===== src/rtl/hazard_ctrl_if.sv =====
// Hazard controller bundle: ID-stage instruction attributes in, stall/flush/forward
// controls and debug event counters out.
interface hazard_ctrl_if #(
   parameter int CNT_W = 16
);
   logic             id_valid;
   logic [4:0]       id_Rn;
   logic [4:0]       id_Ab;
   logic             id_use_a;
   logic             id_use_b;
   logic [4:0]       id_Rd;
   logic             id_RegWrite;
   logic             id_MemRead;
   logic             id_set_flags;
   logic             id_bcond;
   logic             br_taken;
   logic             stall;
   logic             bubble;
   logic             flush_if;
   logic [1:0]       fwd_a;
   logic [1:0]       fwd_b;
   logic [CNT_W-1:0] stall_cnt;
   logic [CNT_W-1:0] flush_cnt;

   modport master (
      output id_valid, id_Rn, id_Ab, id_use_a, id_use_b, id_Rd,
             id_RegWrite, id_MemRead, id_set_flags, id_bcond, br_taken,
      input  stall, bubble, flush_if, fwd_a, fwd_b, stall_cnt, flush_cnt
   );

   modport slave (
      input  id_valid, id_Rn, id_Ab, id_use_a, id_use_b, id_Rd,
             id_RegWrite, id_MemRead, id_set_flags, id_bcond, br_taken,
      output stall, bubble, flush_if, fwd_a, fwd_b, stall_cnt, flush_cnt
   );
endinterface


===== src/rtl/hazard_ctrl.sv =====
// LEGv8 five-stage hazard controller: shadow EX/MEM/WB destination tracking,
// load-use and flag stalls, IF flush on taken branch, EX operand forwarding.
module hazard_ctrl #(
   parameter int CNT_W = 16
) (
   input  logic         clk,
   input  logic         reset,
   hazard_ctrl_if.slave hz
);

   localparam logic [4:0] XZR = 5'd31;

   typedef struct packed {
      logic       valid;
      logic [4:0] rd;
      logic       regwrite;
      logic       memread;
      logic       set_flags;
      logic [4:0] rn;
      logic [4:0] ab;
      logic       use_a;
      logic       use_b;
   } ex_entry_t;

   ex_entry_t        ex_q, ex_d;
   logic             mem_vld_q, mem_rw_q, mem_mr_q;
   logic [4:0]       mem_rd_q;
   logic             wb_vld_q, wb_rw_q;
   logic [4:0]       wb_rd_q;
   logic [CNT_W-1:0] stall_cnt_q, stall_cnt_d;
   logic [CNT_W-1:0] flush_cnt_q, flush_cnt_d;

   logic lu_hit, flag_hit, stall, flush;

   // MEM is the newer producer so it wins; loads in MEM are never a source.
   function automatic logic [1:0] fwd_sel(
      input logic       use_op,
      input logic [4:0] src,
      input logic       m_vld,
      input logic       m_rw,
      input logic       m_mr,
      input logic [4:0] m_rd,
      input logic       w_vld,
      input logic       w_rw,
      input logic [4:0] w_rd
   );
      logic [1:0] sel;
      sel = 2'b00;
      if (use_op && m_vld && m_rw && !m_mr && (m_rd == src) && (m_rd != XZR))
         sel = 2'b01;
      else if (use_op && w_vld && w_rw && (w_rd == src) && (w_rd != XZR))
         sel = 2'b10;
      return sel;
   endfunction

   assign lu_hit   = hz.id_valid && ex_q.valid && ex_q.memread && (ex_q.rd != XZR) &&
                     ((hz.id_use_a && (hz.id_Rn == ex_q.rd)) ||
                      (hz.id_use_b && (hz.id_Ab == ex_q.rd)));
   assign flag_hit = hz.id_valid && hz.id_bcond && ex_q.valid && ex_q.set_flags;
   assign stall    = lu_hit || flag_hit;
   assign flush    = hz.br_taken && !stall;

   always_comb begin
      ex_d = '0;
      if (hz.id_valid && !stall) begin
         ex_d.valid     = 1'b1;
         ex_d.rd        = hz.id_Rd;
         ex_d.regwrite  = hz.id_RegWrite;
         ex_d.memread   = hz.id_MemRead;
         ex_d.set_flags = hz.id_set_flags;
         ex_d.rn        = hz.id_Rn;
         ex_d.ab        = hz.id_Ab;
         ex_d.use_a     = hz.id_use_a;
         ex_d.use_b     = hz.id_use_b;
      end
   end

   always_comb begin
      stall_cnt_d = stall_cnt_q;
      flush_cnt_d = flush_cnt_q;
      if (stall && !(&stall_cnt_q))
         stall_cnt_d = stall_cnt_q + CNT_W'(1);
      if (flush && !(&flush_cnt_q))
         flush_cnt_d = flush_cnt_q + CNT_W'(1);
   end

   // Shadow pipeline advance: ID -> EX -> MEM -> WB
   always_ff @(posedge clk) begin
      if (reset) begin
         ex_q        <= '0;
         mem_vld_q   <= 1'b0;
         mem_rw_q    <= 1'b0;
         mem_mr_q    <= 1'b0;
         wb_vld_q    <= 1'b0;
         wb_rw_q     <= 1'b0;
         stall_cnt_q <= '0;
         flush_cnt_q <= '0;
      end else begin
         ex_q        <= ex_d;
         mem_vld_q   <= ex_q.valid;
         mem_rw_q    <= ex_q.regwrite;
         mem_mr_q    <= ex_q.memread;
         wb_vld_q    <= mem_vld_q;
         wb_rw_q     <= mem_rw_q;
         stall_cnt_q <= stall_cnt_d;
         flush_cnt_q <= flush_cnt_d;
      end
   end

   always_ff @(posedge clk) begin
      mem_rd_q <= ex_q.rd;
      wb_rd_q  <= mem_rd_q;
   end

   assign hz.stall     = stall;
   assign hz.bubble    = stall;
   assign hz.flush_if  = flush;
   assign hz.fwd_a     = fwd_sel(ex_q.use_a, ex_q.rn, mem_vld_q, mem_rw_q, mem_mr_q,
                                 mem_rd_q, wb_vld_q, wb_rw_q, wb_rd_q);
   assign hz.fwd_b     = fwd_sel(ex_q.use_b, ex_q.ab, mem_vld_q, mem_rw_q, mem_mr_q,
                                 mem_rd_q, wb_vld_q, wb_rw_q, wb_rd_q);
   assign hz.stall_cnt = stall_cnt_q;
   assign hz.flush_cnt = flush_cnt_q;

endmodule


===== src/flat_wrapper.sv =====
// flat-port wrapper written by rule: the top's interface ports become plain ports
module hazard_ctrl_flat 
#(
   parameter int CNT_W = 16
)
  (clk, reset, hz_id_valid, hz_id_Rn, hz_id_Ab, hz_id_use_a, hz_id_use_b, hz_id_Rd, hz_id_RegWrite, hz_id_MemRead, hz_id_set_flags, hz_id_bcond, hz_br_taken, hz_stall, hz_bubble, hz_flush_if, hz_fwd_a, hz_fwd_b, hz_stall_cnt, hz_flush_cnt);
  hazard_ctrl_if #(.CNT_W(CNT_W)) hz_i ();
  input  logic clk;
  input  logic reset;
  input wire logic [$bits(hz_i.id_valid)-1:0] hz_id_valid;
  input wire logic [$bits(hz_i.id_Rn)-1:0] hz_id_Rn;
  input wire logic [$bits(hz_i.id_Ab)-1:0] hz_id_Ab;
  input wire logic [$bits(hz_i.id_use_a)-1:0] hz_id_use_a;
  input wire logic [$bits(hz_i.id_use_b)-1:0] hz_id_use_b;
  input wire logic [$bits(hz_i.id_Rd)-1:0] hz_id_Rd;
  input wire logic [$bits(hz_i.id_RegWrite)-1:0] hz_id_RegWrite;
  input wire logic [$bits(hz_i.id_MemRead)-1:0] hz_id_MemRead;
  input wire logic [$bits(hz_i.id_set_flags)-1:0] hz_id_set_flags;
  input wire logic [$bits(hz_i.id_bcond)-1:0] hz_id_bcond;
  input wire logic [$bits(hz_i.br_taken)-1:0] hz_br_taken;
  output wire logic [$bits(hz_i.stall)-1:0] hz_stall;
  output wire logic [$bits(hz_i.bubble)-1:0] hz_bubble;
  output wire logic [$bits(hz_i.flush_if)-1:0] hz_flush_if;
  output wire logic [$bits(hz_i.fwd_a)-1:0] hz_fwd_a;
  output wire logic [$bits(hz_i.fwd_b)-1:0] hz_fwd_b;
  output wire logic [$bits(hz_i.stall_cnt)-1:0] hz_stall_cnt;
  output wire logic [$bits(hz_i.flush_cnt)-1:0] hz_flush_cnt;
  assign hz_i.id_valid = hz_id_valid;
  assign hz_i.id_Rn = hz_id_Rn;
  assign hz_i.id_Ab = hz_id_Ab;
  assign hz_i.id_use_a = hz_id_use_a;
  assign hz_i.id_use_b = hz_id_use_b;
  assign hz_i.id_Rd = hz_id_Rd;
  assign hz_i.id_RegWrite = hz_id_RegWrite;
  assign hz_i.id_MemRead = hz_id_MemRead;
  assign hz_i.id_set_flags = hz_id_set_flags;
  assign hz_i.id_bcond = hz_id_bcond;
  assign hz_i.br_taken = hz_br_taken;
  assign hz_stall = hz_i.stall;
  assign hz_bubble = hz_i.bubble;
  assign hz_flush_if = hz_i.flush_if;
  assign hz_fwd_a = hz_i.fwd_a;
  assign hz_fwd_b = hz_i.fwd_b;
  assign hz_stall_cnt = hz_i.stall_cnt;
  assign hz_flush_cnt = hz_i.flush_cnt;
  hazard_ctrl #(.CNT_W(CNT_W)) u_core (.clk(clk), .reset(reset), .hz(hz_i));
endmodule

===== config.mk =====
export PLATFORM = sky130hd
export DESIGN_NAME = hazard_ctrl_flat
export DESIGN_NICKNAME = d
export VERILOG_FILES = /design/src/rtl/hazard_ctrl_if.sv /design/src/rtl/hazard_ctrl.sv /design/src/flat_wrapper.sv
export SDC_FILE = /design/constraint.sdc
export NUM_CORES = 1
export LEC_CHECK = 0
export ABC_AREA = 1
export CAP_MARGIN = 20
export CORE_MARGIN = 1
export CORE_UTILIZATION = 50
export CTS_CLUSTER_SIZE = 8
export DETAILED_ROUTE_END_ITERATION = 10
export PLACE_DENSITY = 0.77
export SETUP_SLACK_MARGIN = 0.2
export SLEW_MARGIN = 20
export SYNTH_ARGS = -nofsm -noshare
export SYNTH_HDL_FRONTEND = slang
export SYNTH_SLANG_ARGS = --single-unit

===== constraint.sdc =====
create_clock -name clk -period 3.65 [get_ports clk]
set_input_delay 0.73 -clock clk [delete_from_list [all_inputs] [get_ports clk]]
set_output_delay 0.73 -clock clk [all_outputs]
set_load 0.005 [all_outputs]

After elaboration in Yosys (flattened, before gate mapping) --
Cells that the tools add are included.
Storage, ports and cells: input port bits 25, output and inout port bits 39, register bits 68
Operators by class: bitwise operators 1, reductions and logical operators 40, add/sub/neg operators 2, mux-type cells 5, equal/unequal tests 9
Operators by type and width (number):
- adder 16 x 1 -> 16 bit (second input constant) | 2
- AND reduction 16 bit | 2
- logical AND 1 bit | 31
- equality test 5 bit | 6
- 2-to-1 mux 21 bit | 1
- != test 5 bit (second input constant) | 3
- 2-to-1 mux 2 bit | 4
- logical NOT 1 bit | 4
- logical OR 1 bit | 2
- OR reduction 2 bit | 1
- NOT 1 bit | 1

Logic depth before layout (Yosys ltp) --
depth in word-level cells 9, gate-level depth with buffers 13, depth with buffers taken out 13

Worst setup path before layout --
No wires, ideal clock.
path type input to output, start point input port hz_id_Ab[3], end point output port hz_stall, required time 2.920 ns, path slack 1.284 ns, path buffers 2, stages on the path 10, arrival time 1.636 ns, cell sequence inv_1 > nand2_1 > nand2_1 > nor2_1 > nand3_1 > nand2_2 > nand2_4 > nand2_4 > buf_2 > buf_4
Between the ends: cells in the longest elaborated chain, start to end 5
RTL lines:
- from (decl) | RTL line flat_wrapper.sv:12 | input wire logic [$bits(hz_i.id_Ab)-1:0] hz_id_Ab;
- equality test 5 bit | RTL line hazard_ctrl.sv:58 | (hz.id_use_b && (hz.id_Ab == ex_q.rd)));
- logical AND 1 bit | RTL line hazard_ctrl.sv:58
- logical OR 1 bit | RTL line hazard_ctrl.sv:57 | ((hz.id_use_a && (hz.id_Rn == ex_q.rd)) ||
- logical AND 1 bit | RTL line hazard_ctrl.sv:56 | assign lu_hit = hz.id_valid && ex_q.valid && ex_q.memread && (ex_q.rd != XZR) &&
- logical OR 1 bit | RTL line hazard_ctrl.sv:60 | assign stall = lu_hit || flag_hit;
- to (decl) | RTL line flat_wrapper.sv:21 | output wire logic [$bits(hz_i.stall)-1:0] hz_stall;
Every way passes these cells.

Worst setup path after layout --
start point input port hz_id_Rn[3], end point output port hz_bubble
Between the ends: cells in the longest elaborated chain, start to end 5
RTL lines:
- from (decl) | RTL line flat_wrapper.sv:11 | input wire logic [$bits(hz_i.id_Rn)-1:0] hz_id_Rn;
- equality test 5 bit | RTL line hazard_ctrl.sv:57
- logical AND 1 bit | RTL line hazard_ctrl.sv:57
- logical OR 1 bit | RTL line hazard_ctrl.sv:57
- logical AND 1 bit | RTL line hazard_ctrl.sv:56
- logical OR 1 bit | RTL line hazard_ctrl.sv:60
- to (decl) | RTL line flat_wrapper.sv:22 | output wire logic [$bits(hz_i.bubble)-1:0] hz_bubble;
Every way passes these cells.

==> run summary <==
The flow ran to the end, and the final reports show no timing, DRC or antenna violations. Leaving out fill and tap cells, the most frequent cells in the layout are nand2_1 (101), nor2_1 (94), inv_1 (79), dfxtp_1 (68), clkdlybuf4s50_1 (63). By area, the combinational part of the netlist is dominated by simple AND/OR/NAND/NOR gates. The measured slew at the worst slew-check pin was 371 ps; the number of cells produced by synthesis was 505. For this block, the via count after detailed routing is 3320. The proportion of power drawn by combinational gates came out at 0.076.

The kind of cell with the highest combined delay along the critical path is buffers and inverters. Part of the power in the clock network: 0.407. Setup repair after global routing left no endpoint under its margin.

The share of the synthesized area in compound gates (AO/OA/AOI/OAI) came out at 0.0635. The synthesis-to-finish area growth came out at 26.5%. The global-route wire length before repair is 13500 um, and the proportion of synthesized flip-flops having asynchronous set or reset is 0. Height of the die: 85.3 um.

The switching power total was 334 uW. The synthesized-area fraction occupied by adder cells was 0.00722; the number of buffers inserted by port buffering was 63. Endpoint class of the critical path: a primary output. The share of total power consumed by net switching was 0.221; the area of combinational cells with multiple inputs was 1730 um^2. The global routing usage summed across all routing layers was 0.232.

For the number of antenna violations at the first check in global routing, the log shows 0. Across all register-to-register paths, the minimum setup slack is 1660 ps. The number of clock buffers added by TritonCTS is 9.

For this run, the post-layout net count is 602. On the critical path, the stage with the largest delay is an instance of clkdlybuf4s50_1. When the netlist entered floorplanning its net count stood at 532. The number of setup violations in the final report is 0, and the peak per-stage delay on the critical path is 530 ps. The xor/xnor share of the synthesized area works out to 0.0632. The max-cap violation count came out at 0. The routed via count divided by cell count came out at 5.05.

The kind of start point of the critical path is an input port. The source of the worst hold timing path is u_core.mem_rd_q[0]. In this run, the number of DRC markers left after iteration 0 of detailed routing was 156.

Unique cell type count in the Yosys netlist: 32. The logs give 0.393 for the register area share after synthesis and 0.00185 uW for the leakage power summed over all cells. Sequential share of power: 0.516. Across the whole layout, storage elements account for 1360 um^2. The maximum buffer depth of the clock tree was 2.

TritonCTS built the clock tree. The biggest fanout along the worst timing path came out at 10. Walking the worst path, the cells encountered are clkdlybuf4s50_1 > inv_1 > nand2_1 > nand2_1 > nor2_1 > nand3_1 > nand2_2 > nand2_4 > nand2_4 > clkdlybuf4s50_1.

Dividing the synthesized area by the synthesized cell count gives 6.86 um^2. The max-slew violation count was 0; the final weighted congestion in routability-driven placement was 0.961. For the count of cells resized by post-cts repair, the log shows 0. Final hold analysis gives a worst-case slack of 382 ps.

The power density over the cells came out at 344 nW/um^2. For the half-perimeter wire length of the detailed placement result, the log shows 5990 um. The kind of path behind the tightest hold check is register to register. The run gives 21 as the pin count of the biggest net entering global routing. For the worst-skew pair, the clock arrives at the later sink with an insertion delay of 330 ps. In this run the horizontal extent of the chip is 85.3 um.

The global route total overflow was 0; the number of placement rows was 29. For hold timing, the worst endpoint is u_core.wb_rd_q[0]. The worst slew margin relative to its limit is 0.752. The total DRC errors in the routed layout is 0. Derived from the worst setup path, the maximum achievable clock frequency is 0.309 GHz.

Hold violation count in the final report: 0. Together, buffers and inverters on the worst path number 3. The worst-case IR drop observed on VDD is 0.000209 V. The number of setup buffers added after CTS is 0.

The fraction of synthesized area in multiplexers was 0; the hold-critical path depth was 0. The simple logic cell fraction of the synthesized area was 0.366; the boundary pin count was 64. The endpoint identified for the worst register-to-register timing path is u_core.hz.stall_cnt[1]. The tools report the critical register-to-register path startpoint as u_core.hz.stall_cnt[0]. For this run, the number of Yosys warnings is 0. The run gives 2500 ps as the arrival time at the worst endpoint. For the layout filler cell count, the log shows 576. The clock drives 68 sinks. Cell internal power was estimated by the tool at 1170 uW. Counting flops with a built-in enable in the synthesized netlist gives 0.

Across the routed clock network, the largest skew measured is 4.38 ps. The tools report the number of iterations in the first detailed-routing pass as 7. The cell area after layout was 4380 um^2; the final critical path time including I/O delays and setup was 3230 ps. The data required time of the worst path was 2920 ps; the area of the mapped netlist was 3470 um^2.

The number of hold buffers added after CTS was 0. The tree is rooted in a clkbuf_8. The worst setup path is of the input port to primary output kind. The layout cell share with drive strength beyond 1 works out to 0.0828. The run gives 3007 as the number of global-route vias before repair.

The worst-case reg-to-reg path depth is 10. The routed design has 7940 um of wire. The starting density of the core came out at 0.531. H-tree depth: 3. In this run the remaining antenna-violating nets after routing total 0. The primary flip-flop cell chosen by synthesis mapping is dfxtp_1. The non-filler instance count after layout is 657.

After detailed placement, the total cell area comes to 4190 um^2. Clock-pin slew was measured on the worst setup and hold paths at 60 ps. In the final timing run, aggregate negative setup slack is 0 ps. The total power draw is 1510 uW, and the number of diodes is 0. The number of synthesized register bits was 68; the final critical-path share of the clock period was 0.885. The die covers 7270 um^2.

Leaving out fill and tap cells, the most frequent cell in the layout is nand2_1. In this run, placement finished with an instance count of 641. The routed length per placed instance came out at 12.1 um. Placeable core area: 6530 um^2.
## synthesized netlist by cell type, types with 6 or more instances
cell type  instances  area (um^2)
xnor2_1           11         96.3
a21oi_2           11         96.3
inv_1             79          297
nand3_1           34          170
nor3_1            12         60.1
dfxtp_1           68         1360
o21ai_0            8         40.0
xor2_1            14          123
or2_2              6         37.5
nand2_1          101          379
nand4_1           24          150
nor2_1            94          353
## layout make-up
cell class | instances | share of cell area
Tap cell | 77 | 0.0220
Clock buffer | 15 | 0.0380
Multi-Input combinational cell | 343 | 0.396
Timing Repair Buffer | 70 | 0.156
Inverter | 83 | 0.0711
Clock inverter | 1 | 0.00685
Sequential cell | 68 | 0.311
## kinds of logic after synthesis
logic type	count (synthesis)
AND/OR/NAND/NOR	283
buffers and inverters	94
flip-flops	68
AO/OA/AOI/OAI	33
XOR/XNOR	25
adder cells (fa/ha/maj)	2
## worst max-delay path by stage
stage	from	end	slack, ps	depth (start not counted)
final	hz_id_Rn[3]	hz_bubble	420	10
after global routing	hz_id_Rn[3]	hz_bubble	270	10
after global placement	hz_id_Rn[3]	hz_bubble	430	10
after detailed placement	hz_id_Rn[4]	hz_bubble	400	10
after CTS	hz_id_Rn[4]	hz_bubble	400	10
after floorplan	hz_id_Ab[3]	hz_stall	1280	10
## stage by stage
stage	setup WS, ps	util
after detailed placement	403	0.641
after floorplan	1280	-
after CTS	403	0.671
after global placement	433	0.641
after global routing	273	0.671
final	419	0.671
## registers in the layout, summed over array words and instances, names as in the netlist
| signal | cells |
|---|---|
| u_core.ex_q | 21 |
| u_core.hz.flush_cnt | 16 |
| u_core.hz.stall_cnt | 16 |
| u_core.mem_rd_q | 5 |
| u_core.wb_rd_q | 5 |
| u_core.mem_mr_q | 1 |
| u_core.mem_rw_q | 1 |
| u_core.mem_vld_q | 1 |
| u_core.wb_rw_q | 1 |
| u_core.wb_vld_q | 1 |
## per-layer routing
metal	wire length (um)	vias to the layer above	global-route usage
met5	0	-	0
li1	-	1722	-
met2	3890	101	0.397
met1	3560	1485	0.290
met4	140	0	0.100
met3	350	12	0.0350
## power groups by stage
stage	logic (uW)	clock network (uW)	registers (uW)
2_1_floorplan	63.7	0	790
3_3_place_gp	113	0	794
3_5_place_dp	115	0	795
4_1_cts	115	628	778
5_1_grt	129	669	781
6_report	115	614	779
Power figures use the tool's default switching activity.
